--- config.mk ---
export PLATFORM = sky130hd
export DESIGN_NAME = mem_arbiter_ctrl_flat
export DESIGN_NICKNAME = d
export VERILOG_FILES = /design/src/rtl/cpu_types_pkg.sv /design/src/rtl/mem_arbiter_ctrl_if.sv /design/src/rtl/arb_starve_ctr.sv /design/src/rtl/mem_arbiter_ctrl.sv /design/src/flat_wrapper.sv
export SDC_FILE = /design/constraint.sdc
export NUM_CORES = 1
export LEC_CHECK = 0
export ABC_CLOCK_PERIOD_IN_PS = 2200
export CELL_PAD_IN_SITES_DETAIL_PLACEMENT = 1
export CELL_PAD_IN_SITES_GLOBAL_PLACEMENT = 1
export CORE_UTILIZATION = 21
export DETAILED_ROUTE_END_ITERATION = 7
export PLACE_DENSITY = 0.83
export SYNTH_ARGS = -nofsm -noshare
export SYNTH_HDL_FRONTEND = slang
export SYNTH_SLANG_ARGS = --single-unit
export TNS_END_PERCENT = 5
--- constraint.sdc ---
create_clock -name CLK -period 2.2 [get_ports CLK]
set_clock_uncertainty 0.1 [all_clocks]
set_input_delay 0.44 -clock CLK [delete_from_list [all_inputs] [get_ports CLK]]
set_output_delay 0.44 -clock CLK [all_outputs]
set_load 0.02 [all_outputs]
--- src/rtl/cpu_types_pkg.sv ---
// Shared CPU/memory types: data word, RAM status, and arbiter state.
package cpu_types_pkg;

  typedef logic [31:0] word_t;

  typedef enum logic [1:0] {
    FREE   = 2'd0,
    BUSY   = 2'd1,
    ACCESS = 2'd2,
    ERROR  = 2'd3
  } ramstate_t;

  typedef enum logic [1:0] {
    IDLE    = 2'd0,
    SERVE_I = 2'd1,
    SERVE_D = 2'd2
  } arb_state_t;

  // Load data returned to a requester whose RAM access ended in ERROR.
  localparam word_t ARB_ERR_WORD = 32'hBAD1BAD1;

endpackage

--- src/rtl/mem_arbiter_ctrl_if.sv ---
// Cache-request and RAM bus bundle for mem_arbiter_ctrl.
// slave  : the arbiter side (takes cache requests and RAM status).
// master : the environment side (caches plus RAM model).
// Handshake: a requester raises iREN or dREN/dWEN with a stable address
// and holds them until its wait goes low; wait low for one cycle marks
// completion and qualifies the load data in that same cycle.
interface mem_arbiter_ctrl_if;
  import cpu_types_pkg::*;

  logic      iREN;
  word_t     iaddr;
  logic      iwait;
  word_t     iload;
  logic      dREN;
  logic      dWEN;
  word_t     daddr;
  word_t     dstore;
  logic      dwait;
  word_t     dload;
  logic      ramREN;
  logic      ramWEN;
  word_t     ramaddr;
  word_t     ramstore;
  word_t     ramload;
  ramstate_t ramstate;
  logic      err;

  modport slave (
    input  iREN, iaddr, dREN, dWEN, daddr, dstore, ramload, ramstate,
    output iwait, iload, dwait, dload, ramREN, ramWEN, ramaddr, ramstore, err
  );

  modport master (
    output iREN, iaddr, dREN, dWEN, daddr, dstore, ramload, ramstate,
    input  iwait, iload, dwait, dload, ramREN, ramWEN, ramaddr, ramstore, err
  );

endinterface

--- src/rtl/arb_starve_ctr.sv ---
// Icache starvation guard: counts dcache grants made while icache waits
// and raises force_i once the limit is reached. Built only when
// MEMARB_STARVE_GUARD_EN is defined.
`ifdef MEMARB_STARVE_GUARD_EN
module arb_starve_ctr #(
  parameter int STARVE_LIMIT = 4
) (
  input  logic CLK,
  input  logic RST,
  input  logic idle,
  input  logic d_grant,
  input  logic i_grant,
  input  logic ipend,
  output logic force_i
);

  localparam int CW = $clog2(STARVE_LIMIT + 1);
  localparam logic [CW-1:0] LIMIT = CW'(STARVE_LIMIT);

  logic [CW-1:0] cnt_q;

  // Count dcache wins over a pending icache; clear once icache wins or stops asking.
  always_ff @(posedge CLK) begin
    if (RST) begin
      cnt_q <= '0;
    end else if (i_grant || (idle && !ipend)) begin
      cnt_q <= '0;
    end else if (d_grant && ipend && (cnt_q != LIMIT)) begin
      cnt_q <= cnt_q + 1'b1;
    end
  end

  assign force_i = (cnt_q == LIMIT);

endmodule
`endif

--- src/rtl/mem_arbiter_ctrl.sv ---
// Memory-side arbiter between icache and dcache for a single-ported RAM.
// Optional icache starvation guard: define MEMARB_STARVE_GUARD_EN.
module mem_arbiter_ctrl
  import cpu_types_pkg::*;
#(
  parameter int STARVE_LIMIT = 4
) (
  input  logic               CLK,
  input  logic               RST,
  mem_arbiter_ctrl_if.slave  bus,
  output arb_state_t         dbg_state
);

  arb_state_t state_q, state_d;
  word_t      addr_q, store_q;
  logic       wr_q;
  logic       err_q;
  logic       grant_i, grant_d, set_err, force_i;

  logic  iwait, dwait, ram_ren, ram_wen;
  word_t iload, dload;

`ifdef MEMARB_STARVE_GUARD_EN
  arb_starve_ctr #(.STARVE_LIMIT(STARVE_LIMIT)) u_starve (
    .CLK     (CLK),
    .RST     (RST),
    .idle    (state_q == IDLE),
    .d_grant (grant_d),
    .i_grant (grant_i),
    .ipend   (bus.iREN),
    .force_i (force_i)
  );
`else
  // Strict dcache priority: icache is never forced (expression is constant false).
  assign force_i = (STARVE_LIMIT < 0);
`endif

  // Next state, grant selection and per-state outputs.
  always_comb begin
    state_d = state_q;
    grant_i = 1'b0;
    grant_d = 1'b0;
    set_err = 1'b0;
    iwait   = 1'b1;
    dwait   = 1'b1;
    iload   = '0;
    dload   = '0;
    ram_ren = 1'b0;
    ram_wen = 1'b0;
    case (state_q)
      IDLE: begin
        if (force_i && bus.iREN) begin
          grant_i = 1'b1;
          state_d = SERVE_I;
        end else if (bus.dREN || bus.dWEN) begin
          grant_d = 1'b1;
          state_d = SERVE_D;
        end else if (bus.iREN) begin
          grant_i = 1'b1;
          state_d = SERVE_I;
        end
      end
      SERVE_I: begin
        ram_ren = 1'b1;
        if (bus.ramstate == ACCESS) begin
          iwait   = 1'b0;
          iload   = bus.ramload;
          state_d = IDLE;
        end else if (bus.ramstate == ERROR) begin
          iwait   = 1'b0;
          iload   = ARB_ERR_WORD;
          set_err = 1'b1;
          state_d = IDLE;
        end
      end
      SERVE_D: begin
        ram_ren = !wr_q;
        ram_wen = wr_q;
        if (bus.ramstate == ACCESS) begin
          dwait   = 1'b0;
          dload   = wr_q ? '0 : bus.ramload;
          state_d = IDLE;
        end else if (bus.ramstate == ERROR) begin
          dwait   = 1'b0;
          dload   = ARB_ERR_WORD;
          set_err = 1'b1;
          state_d = IDLE;
        end
      end
      default: state_d = IDLE;
    endcase
  end

  // State register plus latched copy of the granted request and sticky error.
  always_ff @(posedge CLK) begin
    if (RST) begin
      state_q <= IDLE;
      addr_q  <= '0;
      store_q <= '0;
      wr_q    <= 1'b0;
      err_q   <= 1'b0;
    end else begin
      state_q <= state_d;
      if (grant_i) begin
        addr_q  <= bus.iaddr;
        store_q <= '0;
        wr_q    <= 1'b0;
      end else if (grant_d) begin
        addr_q  <= bus.daddr;
        store_q <= bus.dstore;
        wr_q    <= bus.dWEN;
      end
      if (set_err) err_q <= 1'b1;
    end
  end

  assign bus.iwait    = iwait;
  assign bus.iload    = iload;
  assign bus.dwait    = dwait;
  assign bus.dload    = dload;
  assign bus.ramREN   = ram_ren;
  assign bus.ramWEN   = ram_wen;
  assign bus.ramaddr  = addr_q;
  assign bus.ramstore = store_q;
  assign bus.err      = err_q;
  assign dbg_state    = state_q;

endmodule
--- src/flat_wrapper.sv ---
// flat-port wrapper written by rule: the top's interface ports become plain ports
module mem_arbiter_ctrl_flat import cpu_types_pkg::*;
#(
  parameter int STARVE_LIMIT = 4
)
  (CLK, RST, dbg_state, bus_iREN, bus_iaddr, bus_dREN, bus_dWEN, bus_daddr, bus_dstore, bus_ramload, bus_ramstate, bus_iwait, bus_iload, bus_dwait, bus_dload, bus_ramREN, bus_ramWEN, bus_ramaddr, bus_ramstore, bus_err);
  mem_arbiter_ctrl_if bus_i ();
  input  logic CLK;
  input  logic RST;
  output arb_state_t dbg_state;
  input wire logic [$bits(bus_i.iREN)-1:0] bus_iREN;
  input wire logic [$bits(bus_i.iaddr)-1:0] bus_iaddr;
  input wire logic [$bits(bus_i.dREN)-1:0] bus_dREN;
  input wire logic [$bits(bus_i.dWEN)-1:0] bus_dWEN;
  input wire logic [$bits(bus_i.daddr)-1:0] bus_daddr;
  input wire logic [$bits(bus_i.dstore)-1:0] bus_dstore;
  input wire logic [$bits(bus_i.ramload)-1:0] bus_ramload;
  input wire logic [$bits(bus_i.ramstate)-1:0] bus_ramstate;
  output wire logic [$bits(bus_i.iwait)-1:0] bus_iwait;
  output wire logic [$bits(bus_i.iload)-1:0] bus_iload;
  output wire logic [$bits(bus_i.dwait)-1:0] bus_dwait;
  output wire logic [$bits(bus_i.dload)-1:0] bus_dload;
  output wire logic [$bits(bus_i.ramREN)-1:0] bus_ramREN;
  output wire logic [$bits(bus_i.ramWEN)-1:0] bus_ramWEN;
  output wire logic [$bits(bus_i.ramaddr)-1:0] bus_ramaddr;
  output wire logic [$bits(bus_i.ramstore)-1:0] bus_ramstore;
  output wire logic [$bits(bus_i.err)-1:0] bus_err;
  assign bus_i.iREN = bus_iREN;
  assign bus_i.iaddr = bus_iaddr;
  assign bus_i.dREN = bus_dREN;
  assign bus_i.dWEN = bus_dWEN;
  assign bus_i.daddr = bus_daddr;
  assign bus_i.dstore = bus_dstore;
  assign bus_i.ramload = bus_ramload;
  assign bus_i.ramstate = bus_ramstate;
  assign bus_iwait = bus_i.iwait;
  assign bus_iload = bus_i.iload;
  assign bus_dwait = bus_i.dwait;
  assign bus_dload = bus_i.dload;
  assign bus_ramREN = bus_i.ramREN;
  assign bus_ramWEN = bus_i.ramWEN;
  assign bus_ramaddr = bus_i.ramaddr;
  assign bus_ramstore = bus_i.ramstore;
  assign bus_err = bus_i.err;
  mem_arbiter_ctrl #(.STARVE_LIMIT(STARVE_LIMIT)) u_core (.CLK(CLK), .RST(RST), .bus(bus_i), .dbg_state(dbg_state));
endmodule
==> impl_metrics.py, run 1 <==
metrics = {
    "yosys": {
        "ys_warn_count": 0,
        "synthTopCellsByArea": "dfxtp_1, a221o_1, nand2_1",
        "avgSynthCellArea_um2": 8.25,
        "async_reset_ff_share_pct": 0,
        "ys_seq_area_share_pct": 43.9,
        "synthesis.nets": 514,
        "synth_area_leader_cell": "dfxtp_1",
        "synth_top_area_share_pct": 43.9,
        "synthesis.area_um2": 3100,
        "ys.flop_type": "dfxtp_1",
        "synth.distinct_cells": 24,
        "synth_edf_count": 0,
        "ys_ff_latch": 68,
        "syn_inst": 376,
    },
    "final_layout": {
        "stdcell_area_um2": 6560,
        "n_antenna_cell": 0,
        "syn_to_final_growth_pct": 112,
        "drive_gt1_share_pct": 21.5,
        "nets": 792,
    },
    "floorplan": {
        "core_um2": 14500,
        "rows": 44,
        "initial_core_util_pct": 21.4,
        "die_area_um2": 15300,
        "die_y_um": 124,
        "die_w_um": 124,
        "io_pins": 270,
    },
    "placement": {
        "port_buffers": 269,
        "placedInstanceArea_um2": 6110,
        "dp_slack_ns": -0.485,
        "gp_congestion": 0.758,
        "hpwl_mm": 10.5,
    },
    "cts": {
        "cts_tree": "built",
        "clock_path_buffers": 2,
        "cts_root_buffer": "clkbuf_16",
        "cts_made_buffers": 9,
        "clkSinkCount": 68,
        "htreeDepth": 3,
        "clk_pin_slew_ns": 0.06,
        "clk_latency_ns": 0.33,
    },
    "hold_path": {
        "hp-class": "reg2reg",
    },
    "global_routing": {
        "grt_usage_pct": 17.7,
        "gr-total-overflow": 0,
        "grt_pass1_wl_mm": 20.6,
        "antenna_found_initial": 0,
        "grt_pass1_vias": 4035,
        "grt_max_degree": 36,
    },
    "detailed_routing": {
        "drt_pass1_iterations": 4,
        "drc": 0,
        "drtAntennaViolNets": 0,
        "drt_wl_total_mm": 14.7,
        "num_vias": 3887,
        "met3_length_mm": 1.08,
        "wl_met1_mm": 5.69,
        "drtIter0Drc": 127,
        "avgViaCountPerCell": 4.61,
        "wl_met2_mm": 7.62,
        "highest-signal-layer": "met4",
        "wl_per_cell_um": 17.4,
    },
    "pwr": {
        "p_per_area_nw_per_um2": 712,
        "sw_frac_of_total_pct": 29.5,
        "pwr-share-seq_pct": 31.2,
        "peakVddDrop_v": 0.000363,
        "internal-power_mw": 3.29,
        "p_clk_share_pct": 36.4,
        "combPwrFrac_pct": 32.4,
        "leakage_nw": 2.66,
        "p_switching_mw": 1.38,
    },
    "sta": {
        "rsz0062_at_grt": "true",
        "setup_viol": 0,
        "hold_viol_final": 0,
        "period_share_pct": 99.8,
        "fin_crit_ns": 2.20,
        "slew_viol_final": 0,
        "slew_headroom_pct": 52.1,
        "setup_tns_ns": 0,
        "final.setup.worst_slack_ns": 0.00487,
        "tightest_slew_ns": 0.719,
        "max_freq_ghz": 0.456,
        "whs_ns": 0.354,
    },
    "setup_path": {
        "rr_endpoint": "u_core.bus.ramstore[0]$_SDFFE_PP0P_",
        "crit_end": "bus_dload[6]",
        "rr_worst_depth": 5,
        "cp.arrival_ns": 1.66,
        "cp-end-kind": "primary output",
        "path_class": "reg2out",
        "cp_data_required_time_ns": 1.66,
        "startpoint_type": "flop",
        "timing.rr.start": "u_core.dbg_state[0]$_SDFFE_PP0P_",
        "reg2reg_slack_ns": 0.24,
        "crit_fanout": 5,
        "crit_path_start": "u_core.wr_q$_SDFFE_PP0P_",
    },
    "run_status": {
        "status": "finished, final reports clean",
    },
    "flow_run": {
        "cap_violations": 0,
    },
}
[cells in the mapped netlist (2+ instances only)]
master and count:
nand2_1 69, dfxtp_1 68, nor2_1 57, a21oi_1 37
a221o_1 32, nor3b_1 32, and2_1 29, buf_2 13
clkbuf_1 12, buf_6 6, ha_1 3, inv_1 3
nor2b_1 3, nor3_1 2
[critical path: stages, from the launching register on]
cell and delay [ns]:
dfxtp_1 0.45, inv_1 0.14, o21bai_4 0.30, clkbuf_16 0.22, nor2_1 0.05, buf_4 0.16
[area by class of cell]
type,count,area (µm²)
clock buffer,10,239
multi-input combinational,274,1680
inverter,3,11.3
tap,184,230
fill,1669,7920
timing repair buffer,298,2920
clock inverter,6,111
sequential,68,1360
[metal layers]
layer	vias to the layer above	track usage, %
li1	1840	-
met2	142	31.9
met1	1879	19.1
met5	-	0
met4	0	5.95
met3	26	6.13
[through the flow]
| step | cells | util, % | power [mW] |
|---|---|---|---|
| after floorplan | 376 | - | 2.11 |
| after global placement | 820 | 42.2 | 2.89 |
| after detailed placement | 820 | 42.2 | 2.94 |
| after CTS | 840 | 44.3 | 4.69 |
| after global routing | 843 | 45.3 | 4.88 |
| final | 843 | 45.3 | 4.67 |
[power by group through the flow]
stage | sequential (mW) | combinational, mW | clock, mW
after floorplan | 1.64 | 0.474 | 0
after global placement | 1.47 | 1.42 | 0
after detailed placement | 1.48 | 1.47 | 0
after CTS | 1.46 | 1.48 | 1.75
after global routing | 1.47 | 1.61 | 1.79
final | 1.46 | 1.51 | 1.70
[how the worst min path moves through the flow]
| stage | startpoint | cells past startpoint | slack, ns | to |
|---|---|---|---|---|
| 2_1_floorplan | u_core.wr_q$_SDFFE_PP0P_ | 2 | 0.36 | u_core.wr_q$_SDFFE_PP0P_ |
| 3_3_place_gp | u_core.bus.ramstore[29]$_SDFFE_PP0P_ | 2 | 0.34 | u_core.bus.ramstore[29]$_SDFFE_PP0P_ |
| 3_5_place_dp | u_core.bus.ramstore[24]$_SDFFE_PP0P_ | 2 | 0.35 | u_core.bus.ramstore[24]$_SDFFE_PP0P_ |
| 4_1_cts | u_core.bus.ramstore[24]$_SDFFE_PP0P_ | 2 | 0.36 | u_core.bus.ramstore[24]$_SDFFE_PP0P_ |
| 5_1_grt | u_core.bus.ramstore[6]$_SDFFE_PP0P_ | 2 | 0.38 | u_core.bus.ramstore[6]$_SDFFE_PP0P_ |
| 6_report | u_core.bus.ramstore[24]$_SDFFE_PP0P_ | 2 | 0.35 | u_core.bus.ramstore[24]$_SDFFE_PP0P_ |
[timing repair]
| item | in CTS | in global routing |
|---|---|---|
| pin swaps | 2 | 3 |
| hold buffers | 0 | 0 |
| buffers inserted | 1 | 0 |
| endpoints found under the setup margin | 68 | 58 |
| resized for setup | 321 | 29 |
| cloned | 3 | 3 |
[layout by cell type (no fill, tap or decap), types with 3 or more instances in the layout]
master / instances
a21oi_1: 37
buf_2: 12
nor2_2: 17
bufinv_16: 3
nand2_1: 67
clkdlybuf4s50_1: 200
clkdlybuf4s15_2: 10
buf_12: 7
and2_1: 29
dlygate4sd2_1: 3
nor3b_1: 32
buf_6: 14
dfxtp_1: 66
clkbuf_16: 11
nor2b_1: 3
buf_4: 48
a221o_1: 32
nor2_1: 38
[logic make-up (layout without fill, tap and decap cells)]
family	Yosys count	in the layout	share of synthesized area, %
flip-flops	68	68	43.9
AO/OA/AOI/OAI	76	76	18.1
AND/OR/NAND/NOR	195	195	30.7
adder cells (fa/ha/maj)	3	3	1.21
buffers and inverters	34	317	6.09
[registers in the layout, summed over array words and instances (netlist names)]
name	flops
u_core.bus.err	1
u_core.bus.ramstore	32
u_core.bus.ramaddr	32
u_core.dbg_state	2
u_core.wr_q	1
(Power assumes the default switching activity.)
==> run 2: changes to the inputs <==
--- a/config.mk
+++ b/config.mk
@@ -5,12 +5,13 @@
 export SDC_FILE = /design/constraint.sdc
 export NUM_CORES = 1
 export LEC_CHECK = 0
-export ABC_CLOCK_PERIOD_IN_PS = 2200
 export CELL_PAD_IN_SITES_DETAIL_PLACEMENT = 1
 export CELL_PAD_IN_SITES_GLOBAL_PLACEMENT = 1
-export CORE_UTILIZATION = 21
+export CORE_UTILIZATION = 28
 export DETAILED_ROUTE_END_ITERATION = 7
-export PLACE_DENSITY = 0.83
+export DONT_BUFFER_PORTS = 1
+export PLACE_DENSITY = 0.59
+export SLEW_MARGIN = 20
 export SYNTH_ARGS = -nofsm -noshare
 export SYNTH_HDL_FRONTEND = slang
 export SYNTH_SLANG_ARGS = --single-unit
==> run 2 against run 1 <==
Compared with the run above: critical path depth is 2 higher; worst setup slack better by 0.058 ns; via count is 26% lower; die area is 25% lower; routed wire length is 31% lower; clock power is 36% lower; sequential share of layout area is 14 points higher; largest cell class is now multi-input gates; highest routed layer unchanged.
==> impl_metrics.py, run 2 (same netlist as run 1, synthesis figures left out) <==
metrics = {
    "detailed_routing": {
        "drt_wl_total_mm": 10.1,
        "drc": 0,
        "avgViaCountPerCell": 5.18,
        "num_vias": 2861,
        "drtAntennaViolNets": 0,
        "drtIter0Drc": 156,
        "wl_per_cell_um": 18.4,
        "drt_pass1_iterations": 4,
    },
    "flow_run": {
        "cap_violations": 0,
    },
    "global_routing": {
        "grt_max_degree": 47,
        "gr-total-overflow": 0,
        "grt_pass1_wl_mm": 14.6,
        "antenna_found_initial": 0,
        "grt_pass1_vias": 2812,
        "grt_usage_pct": 16.4,
    },
    "setup_path": {
        "cp_data_required_time_ns": 1.66,
        "crit_family": "buffers and inverters",
        "crit_buf_inv": 3,
        "cp.arrival_ns": 1.60,
        "crit_path_max_incr_delay_ns": 0.33,
        "path_class": "reg2out",
        "cp.depth": 7,
        "rr_worst_depth": 4,
        "reg2reg_slack_ns": 0.25,
        "cp_slowest_cell": "dfxtp_2",
        "cp-end-kind": "primary output",
        "worstPathCellList": "inv_2 -> ha_4 -> nand2_2 -> o21bai_4 -> buf_6 -> nor2_2 -> buf_4",
        "crit_fanout": 9,
        "startpoint_type": "flop",
    },
    "cts": {
        "cts_tree": "built",
        "htreeDepth": 3,
        "cts_root_buffer": "clkbuf_8",
        "clkSinkCount": 68,
        "clk_latency_ns": 0.35,
        "clk_pin_slew_ns": 0.08,
        "clock_path_buffers": 2,
        "postCtsHoldBufs": 0,
        "cts_made_buffers": 9,
    },
    "hold_path": {
        "holdPathStages": 1,
        "hp-class": "in2reg",
    },
    "sta": {
        "hold_viol_final": 0,
        "setup_tns_ns": 0,
        "rsz0062_at_grt": "true",
        "fin_crit_ns": 2.14,
        "tightest_slew_ns": 0.830,
        "slew_headroom_pct": 44.5,
        "period_share_pct": 97.1,
        "setup_viol": 0,
        "max_freq_ghz": 0.468,
        "slew_viol_final": 0,
        "whs_ns": 0.0535,
    },
    "final_layout": {
        "drive_gt1_share_pct": 28.6,
        "nets": 545,
        "layout_common_cells": "nand2_1, dfxtp_1, nor2_1",
        "final_common_cell": "nand2_1",
        "n_antenna_cell": 0,
        "syn_to_final_growth_pct": 25.9,
        "stdcell_count": 552,
    },
    "run_status": {
        "status": "finished, final reports clean",
    },
    "placement": {
        "post-place-cells": 532,
        "hpwl_mm": 7.20,
        "gp_congestion": 0.679,
        "port_buffers": 0,
    },
    "floorplan": {
        "rows": 38,
        "core_um2": 10800,
        "die_area_um2": 11500,
        "die_w_um": 107,
        "initial_core_util_pct": 28.7,
        "io_pins": 270,
        "die_y_um": 107,
    },
    "pwr": {
        "peakVddDrop_v": 0.000322,
        "leakage_nw": 1.58,
        "power.total_mw": 3.40,
        "p_per_area_nw_per_um2": 871,
    },
}
[run 2: cell types whose count changed in the layout (fill, tap and decap cells not counted), moves of 11 or more]
cell and change:
and2_1 -28, buf_2 -11, buf_4 -11, and2_4 +14, clkdlybuf4s50_1 -200, clkbuf_16 -11, and2_2 +14
[run 2: final cells by class]
| cell class | instances | area (µm²) |
|---|---|---|
| clock buffers | 10 | 138 |
| clock inverters | 6 | 68.8 |
| fillers | 1267 | 6890 |
| inverters | 3 | 11.3 |
| multi-input cells | 274 | 1700 |
| flip-flops and latches | 68 | 1360 |
| well taps | 140 | 175 |
| repair buffers | 51 | 450 |
[run 2: path summary, 6_finish.rpt]
kind / endpoint / from
max: bus_dload[23] / u_core.dbg_state[0]$_SDFFE_PP0P_
min: u_core.bus.err$_SDFFE_PP0P_ / RST
max reg2reg: u_core.bus.ramaddr[19]$_SDFFE_PP0P_ / u_core.dbg_state[1]$_SDFFE_PP0P_
min reg2reg: u_core.dbg_state[1]$_SDFFE_PP0P_ / u_core.dbg_state[1]$_SDFFE_PP0P_
[run 2: repair_timing]
item / in CTS / in global routing
setup buffers: 1 / 0
gates resized for setup: 36 / 47
pin swaps: 0 / 1
cloned: 1 / 2
endpoints found under the setup margin: 64 / 64
[run 2: through the flow]
| step | utilization, % | setup WS [ns] | cell area (µm²) |
|---|---|---|---|
| detailed placement | 32.3 | 0.249 | 3490 |
| global route | 36.2 | -0.0302 | 3900 |
| finish | 36.2 | 0.0629 | 3900 |
| CTS | 34.9 | -0.0256 | 3770 |
| global placement | 32.3 | 0.239 | 3490 |
| floorplan | - | -0.00319 | 3100 |
[run 2: routing by layer]
metal	up-vias	part of all wire, %	global-route usage, %
li1	1348	-	-
met2	135	48	27.4
met1	1366	40	18.8
met5	-	0	0
met3	12	9.9	6.57
met4	0	1.5	5.97
[run 2: power breakdown]
part | switching [mW] | internal, mW
clock network | 0.522 | 0.565
registers | 0.266 | 1.37
logic | 0.396 | 0.278
total | 1.18 | 2.22
